**src/rtl/bin_to_bcd_seq.sv**
```systemverilog
// Iterative binary-to-BCD converter (double dabble, one input bit per clock).
// The result register only changes on the completing edge, so displays never show partial values.
module bin_to_bcd_seq #(
    parameter int WIDTH  = 16,
    parameter int DIGITS = 5
) (
    input  logic                  clock,
    input  logic                  resetn,
    input  logic                  start,
    input  logic [WIDTH-1:0]      bin_in,
    output logic                  busy,
    output logic                  done,
    output logic [4*DIGITS-1:0]   bcd_out
);

    localparam int CW = $clog2(WIDTH + 1);
    localparam logic [CW-1:0] COUNT_LOAD = CW'(WIDTH);

    typedef enum logic {
        IDLE,
        CONVERT
    } state_t;

    state_t              state, state_next;
    logic [WIDTH-1:0]    bin_sr, bin_sr_next;
    logic [4*DIGITS-1:0] bcd_sr, bcd_sr_next;
    logic [4*DIGITS-1:0] bcd_adj;
    logic [4*DIGITS-1:0] bcd_out_next;
    logic [CW-1:0]       count, count_next;
    logic                done_next;
    logic                busy_next;

    // Add 3 to every digit that is 5 or more, so the following shift carries into the next decade.
    always_comb begin
        bcd_adj = bcd_sr;
        for (int i = 0; i < DIGITS; i++) begin
            if (bcd_sr[4*i +: 4] >= 4'd5) begin
                bcd_adj[4*i +: 4] = bcd_sr[4*i +: 4] + 4'd3;
            end
        end
    end

    always_comb begin
        state_next   = state;
        bin_sr_next  = bin_sr;
        bcd_sr_next  = bcd_sr;
        count_next   = count;
        bcd_out_next = bcd_out;
        done_next    = 1'b0;

        case (state)
            IDLE: begin
                if (start) begin
                    bin_sr_next = bin_in;
                    bcd_sr_next = '0;
                    count_next  = COUNT_LOAD;
                    state_next  = CONVERT;
                end
            end
            CONVERT: begin
                bcd_sr_next = {bcd_adj[4*DIGITS-2:0], bin_sr[WIDTH-1]};
                bin_sr_next = {bin_sr[WIDTH-2:0], 1'b0};
                count_next  = count - 1'b1;
                if (count == {{(CW-1){1'b0}}, 1'b1}) begin
                    bcd_out_next = bcd_sr_next;
                    done_next    = 1'b1;
                    state_next   = IDLE;
                end
            end
            default: begin
                state_next = IDLE;
            end
        endcase

        busy_next = (state_next == CONVERT);
    end

    // Reset aborts any conversion in flight and wins over a coincident start.
    always_ff @(posedge clock) begin
        if (!resetn) begin
            state   <= IDLE;
            bin_sr  <= '0;
            bcd_sr  <= '0;
            count   <= '0;
            bcd_out <= '0;
            done    <= 1'b0;
            busy    <= 1'b0;
        end else begin
            state   <= state_next;
            bin_sr  <= bin_sr_next;
            bcd_sr  <= bcd_sr_next;
            count   <= count_next;
            bcd_out <= bcd_out_next;
            done    <= done_next;
            busy    <= busy_next;
        end
    end

endmodule

```
**config.mk**
```make
export PLATFORM = sky130hd
export DESIGN_NAME = bin_to_bcd_seq
export DESIGN_NICKNAME = d
export VERILOG_FILES = /design/src/rtl/bin_to_bcd_seq.sv
export SDC_FILE = /design/constraint.sdc
export NUM_CORES = 1
export LEC_CHECK = 0
export ABC_AREA = 1
export CAP_MARGIN = 20
export CORE_AREA = 3 3 77 79
export CTS_BUF_LIST = sky130_fd_sc_hd__clkbuf_4 sky130_fd_sc_hd__clkbuf_8
export CTS_CLUSTER_SIZE = 14
export DETAILED_ROUTE_END_ITERATION = 7
export DIE_AREA = 0 0 80 82
export GPL_ROUTABILITY_DRIVEN = 0
export GPL_TIMING_DRIVEN = 0
export PLACE_DENSITY = 0.85
export SLEW_MARGIN = 10
export SYNTH_ARGS = -nofsm -noshare
export SYNTH_HDL_FRONTEND = slang
export SYNTH_SLANG_ARGS = --single-unit
```
**constraint.sdc**
```tcl
create_clock -name clock -period 3.41 [get_ports clock]
set_input_delay 0.341 -clock clock [delete_from_list [all_inputs] [get_ports clock]]
set_output_delay 0.341 -clock clock [all_outputs]
set_load 0.005 [all_outputs]
```
# Word-level counts from Yosys, hierarchy flattened
# Cells that the tools add are included.
[word_totals]
word_cells = 37
regBits = 63
[op_classes]
n_eq_ne = 2
n_addsub = 6
n_bitwise = 1
n_lt_le_gt_ge = 5
reduce_logical = 2
n_mux = 15
[ops]
columns = ["cell", "n"]
rows = [
  ["20-bit case mux with 2 select lines", 1],
  ["16-bit case mux with 2 select lines", 1],
  ["4-bit by 3-bit >= comparator with 1-bit output (second input constant)", 5],
  ["20-bit 2-to-1 mux", 1],
  ["4-bit by 2-bit adder with 4-bit output (second input constant)", 4],
  ["16-bit 2-to-1 mux", 1],
  ["4-bit 2-to-1 mux", 4],
  ["5-bit case mux with 2 select lines", 1],
  ["5-bit by 1-bit == test with 1-bit output (second input constant)", 1],
  ["5-bit 2-to-1 mux", 1],
  ["5-bit by 1-bit subtractor with 5-bit output (second input constant)", 1],
  ["2-bit AND reduction", 2],
  ["3-bit by 2-bit adder with 3-bit output (second input constant)", 1],
  ["1-bit 2-to-1 mux", 3],
  ["3-bit 2-to-1 mux", 1],
  ["2-bit != test (second input constant)", 1],
  ["1-bit case mux with 2 select lines", 1],
  ["1-bit NOT", 1],
]

# Depth between registers and ports, before layout
[logic_depth]
ltp_word = 3
ltp_mapped = 9
depth_no_buf = 9

# Worst setup path before layout
# OpenSTA, ideal clock, no wires.
[synth_path]
kind = "register to register"
from = "reg bcd_sr[12]"
to = "reg bcd_sr[15]"
period_less_slack_ns = 1.225
setup_time_ns = 0.070
stages_incl_launch_ff = 7
n_path_buf = 0
required_time_ns = 3.340
setup_slack_ns = 2.185
arrival_ns = 1.154
path_cell_list = "dfxtp_1 inv_1 ha_1 or2_1 o21ai_1 nand2_1 a21oi_1"
[synth_via]
elab_chain_len = 3
word_cells_on_any_way = 4
[synth_lines]
columns = ["element", "line_no", "text"]
rows = [
  ["start: declaration", "26", "logic [4*DIGITS-1:0] bcd_sr, bcd_sr_next;"],
  ["start signal: assignment", "91", "bcd_sr <= bcd_sr_next;"],
  ["4-bit by 2-bit adder with 4-bit output / 4-bit by 3-bit >= comparator with 1-bit output (equally long branches)", "38, 37", ""],
  ["4-bit 2-to-1 mux (*)", "37", "if (bcd_sr[4*i +: 4] >= 4'd5) begin"],
  ["20-bit case mux with 2 select lines (*)", "51", "case (state)"],
]
# Mark *: on every way between the ends. The rest lies on a longest branch, timed or not.
# A chain may end at the register's enable or synchronous reset.

==> flow_summary.yaml <==
run_status:
  status: "finished, final reports clean"
floorplanning:
  pin_count: 41
  die_w_microns: 80
  die_h_microns: 82
  dieArea_sq_um: 6560
  fp.coreArea_sq_um: 5410
  std_cell_rows: 27
  initial_core_util: 0.539
route:
  drt-initial-drc-count: 190
  avgViaCountPerCell: 5.30
  drtAntennaViolNets: 0
  detail_route.wl_per_cell_microns: 12.5
  dr_total_vias: 2886
  dr.pass1.iters: 5
  total_wire_length_microns: 6820
  drcViolationCount: 0
layout:
  nets: 499
  areaGrowthSynthToFinish_pct: 23.0
  final_cell_mix: "149 x nand2_1, 63 x nand3_1, 63 x dfxtp_1"
  ant_diodes: 0
  layoutNonFillerInstCount: 545
  fillers: 482
  layout_commonest_cell: "nand2_1"
  layout-drive-gt1-share: 0.0634
timing:
  period_share: 0.488
  hold_violations: 0
  rsz0062_at_grt: "false"
  post-route-min-period_ps: 1660
  clock.fmax_mhz: 601
  setup-tns-final_ps: 0
  setup-violations-final: 0
  worstMarginPinSlew_ps: 583
  slew_viol_final: 0
  final.setup_skew_ps: 6.27
  maxSlewHeadroom: 0.611
power:
  leakagePower_nw: 1.66
  ir_worst_vdd_uv: 361
  combinational_group_share_of_total_power: 0.084
  sw_frac_of_total: 0.250
  p_seq_frac: 0.517
  intPower_mw: 1.11
  total_power_mw: 1.48
  power_per_cell_area_nw_per_um2: 413
  power_switching_mw: 0.370
  clkPwrFrac: 0.398
critical_path:
  sequence_of_cells_on_the_critical_path: "clkdlybuf4s50_1"
  crit_family: "buffers and inverters"
  crit_required_ps: 3070
  critical_path.n_buffers_inverters: 1
  setup.worst_path.class: "reg -> out"
  worst_path_max_delay_cell: "clkdlybuf4s50_1"
  worst_setup_path_start_kind: "flop"
  timing.critical_path.slowest_cell_delay_ps: 550
  crit_path_max_fanout: 6
  wp_data_arrival_ps: 1320
  timing.reg2reg.setup_slack_ps: 1860
  endpoint_kind_of_the_worst_setup_timing_path: "primary output"
grt:
  global_route.usage.total: 0.226
  grt_pass1_wl_microns: 11600
  globalRoute.totalOverflow: 0
  antenna_violations_before_repair: 0
  maximum_number_of_pins_on_one_net_before_global_route_repair: 11
  via_count_of_the_first_global_routing_pass: 2679
synth:
  avgSynthCellArea_sq_um: 6.98
  ys.warnings.count: 0
  combinational_family_with_the_most_area_after_synthesis: "simple AND/OR/NAND/NOR gates"
  synthAdderAreaFrac: 0.0516
  yosys-mux-area-fraction: 0
  synthCells: 417
  syn_nets: 448
  syn_area_sq_um: 2910
  total_of_flip_flops_plus_latches_after_synthesis: 63
  yosys.area_share.xor_xnor: 0
  synth_cell_types: 20
  synth-compound-area-share: 0.0950
  synth-simple-area-share: 0.331
  synth_sequential_area_ratio: 0.433
clock_tree:
  tritoncts_clock_tree: "yes"
  clock_tree.htree_level_count: 3
  cts_inserted_buffers: 9
  cts.sink_count: 63
  cts.path.max_buffers: 2
  holdBufCountCts: 0
  clock_latency_ps: 340
  cts-root-buf: "clkbuf_8"
  cts.reportedPaths.clkPinSlew_ps: 60
  post_cts.resized_instances: 0
  cts_setup_buffers: 0
run:
  max_cap_viol_count: 0
placement:
  placement.io_buffers: 40
  place_inst: 529
  dp_hpwl_microns: 4770
min_path:
  min_path_type: "reg -> reg"
-- flip-flops by register name, summed over array words and instances (netlist names) --
| signal | cells |
|---|---|
| bcd_out | 20 |
| bcd_sr | 20 |
| bin_sr | 16 |
| count | 5 |
| done | 1 |
| state | 1 |
-- per-stage QoR --
stage	util	hold slack [ps]	setup slack, ps	area (sq um)
floorplan	-	439	2190	2910
global placement	0.629	454	1620	3400
detailed placement	0.629	461	1610	3400
CTS	0.663	471	1730	3580
global route	0.663	487	1680	3580
finish	0.663	468	1750	3580
-- logic make-up after synthesis --
kind of cell	Yosys count
compound gates	51
fa+ha+maj	12
buf+inv	63
flops	63
simple gates	228
-- routing by layer --
layer  vias to the layer above  part of all wire  GRT usage
met5                         -                 0          0
met4                         0             0.019      0.105
met3                        14             0.052     0.0570
met2                        79              0.48      0.380
met1                      1330              0.45      0.272
li1                       1463                 -          -
-- synth_stat cells --
master / number / share of area
nand2_1: 149 / 0.19
dfxtp_1: 63 / 0.43
nand3_1: 63 / 0.11
inv_1: 40 / 0.052
a21oi_1: 33 / 0.057
ha_1: 12 / 0.052
nand4_1: 10 / 0.021
a22oi_1: 8 / 0.021
buf_2: 6 / 0.010
clkbuf_1: 6 / 0.0077
o21ai_0: 6 / 0.010
buf_4: 4 / 0.010
nor2_1: 4 / 0.0052
buf_1: 3 / 0.0039
inv_2: 3 / 0.0039
o21ai_1: 3 / 0.0052
a31oi_1: 1 / 0.0022
clkinv_1: 1 / 0.0013
or2_1: 1 / 0.0022
or2_2: 1 / 0.0022
-- power groups by stage --
| stage | Clock [mW] | Combinational, mW | Sequential [mW] |
|---|---|---|---|
| after floorplan | 0 | 0.0773 | 0.779 |
| after global placement | 0 | 0.121 | 0.781 |
| after detailed placement | 0 | 0.125 | 0.782 |
| after CTS | 0.593 | 0.125 | 0.765 |
| after global routing | 0.625 | 0.140 | 0.768 |
| final | 0.590 | 0.125 | 0.766 |
-- layout make-up --
| cell class | count | area [sq um] | share of cell area |
|---|---|---|---|
| flip-flops and latches | 63 | 1260 | 0.352 |
| clock buffers | 12 | 159 | 0.0444 |
| clock inverters | 4 | 20.0 | 0.00559 |
| inverters | 44 | 165 | 0.0461 |
| multi-input cells | 291 | 1390 | 0.389 |
| well taps | 72 | 90.1 | 0.0252 |
| plain buffers | 19 | 93.8 | 0.0262 |
| repair buffers | 40 | 400 | 0.112 |
-- final timing paths --
path	start	to	cells after the start
worst max-delay path	state	busy	1
worst max register to register	count[1]	bcd_out[10]	6
worst min-delay path	bcd_out[7]	bcd_out[7]	2
worst min register to register	bcd_out[7]	bcd_out[7]	2
Power figures use the tool's default switching activity.
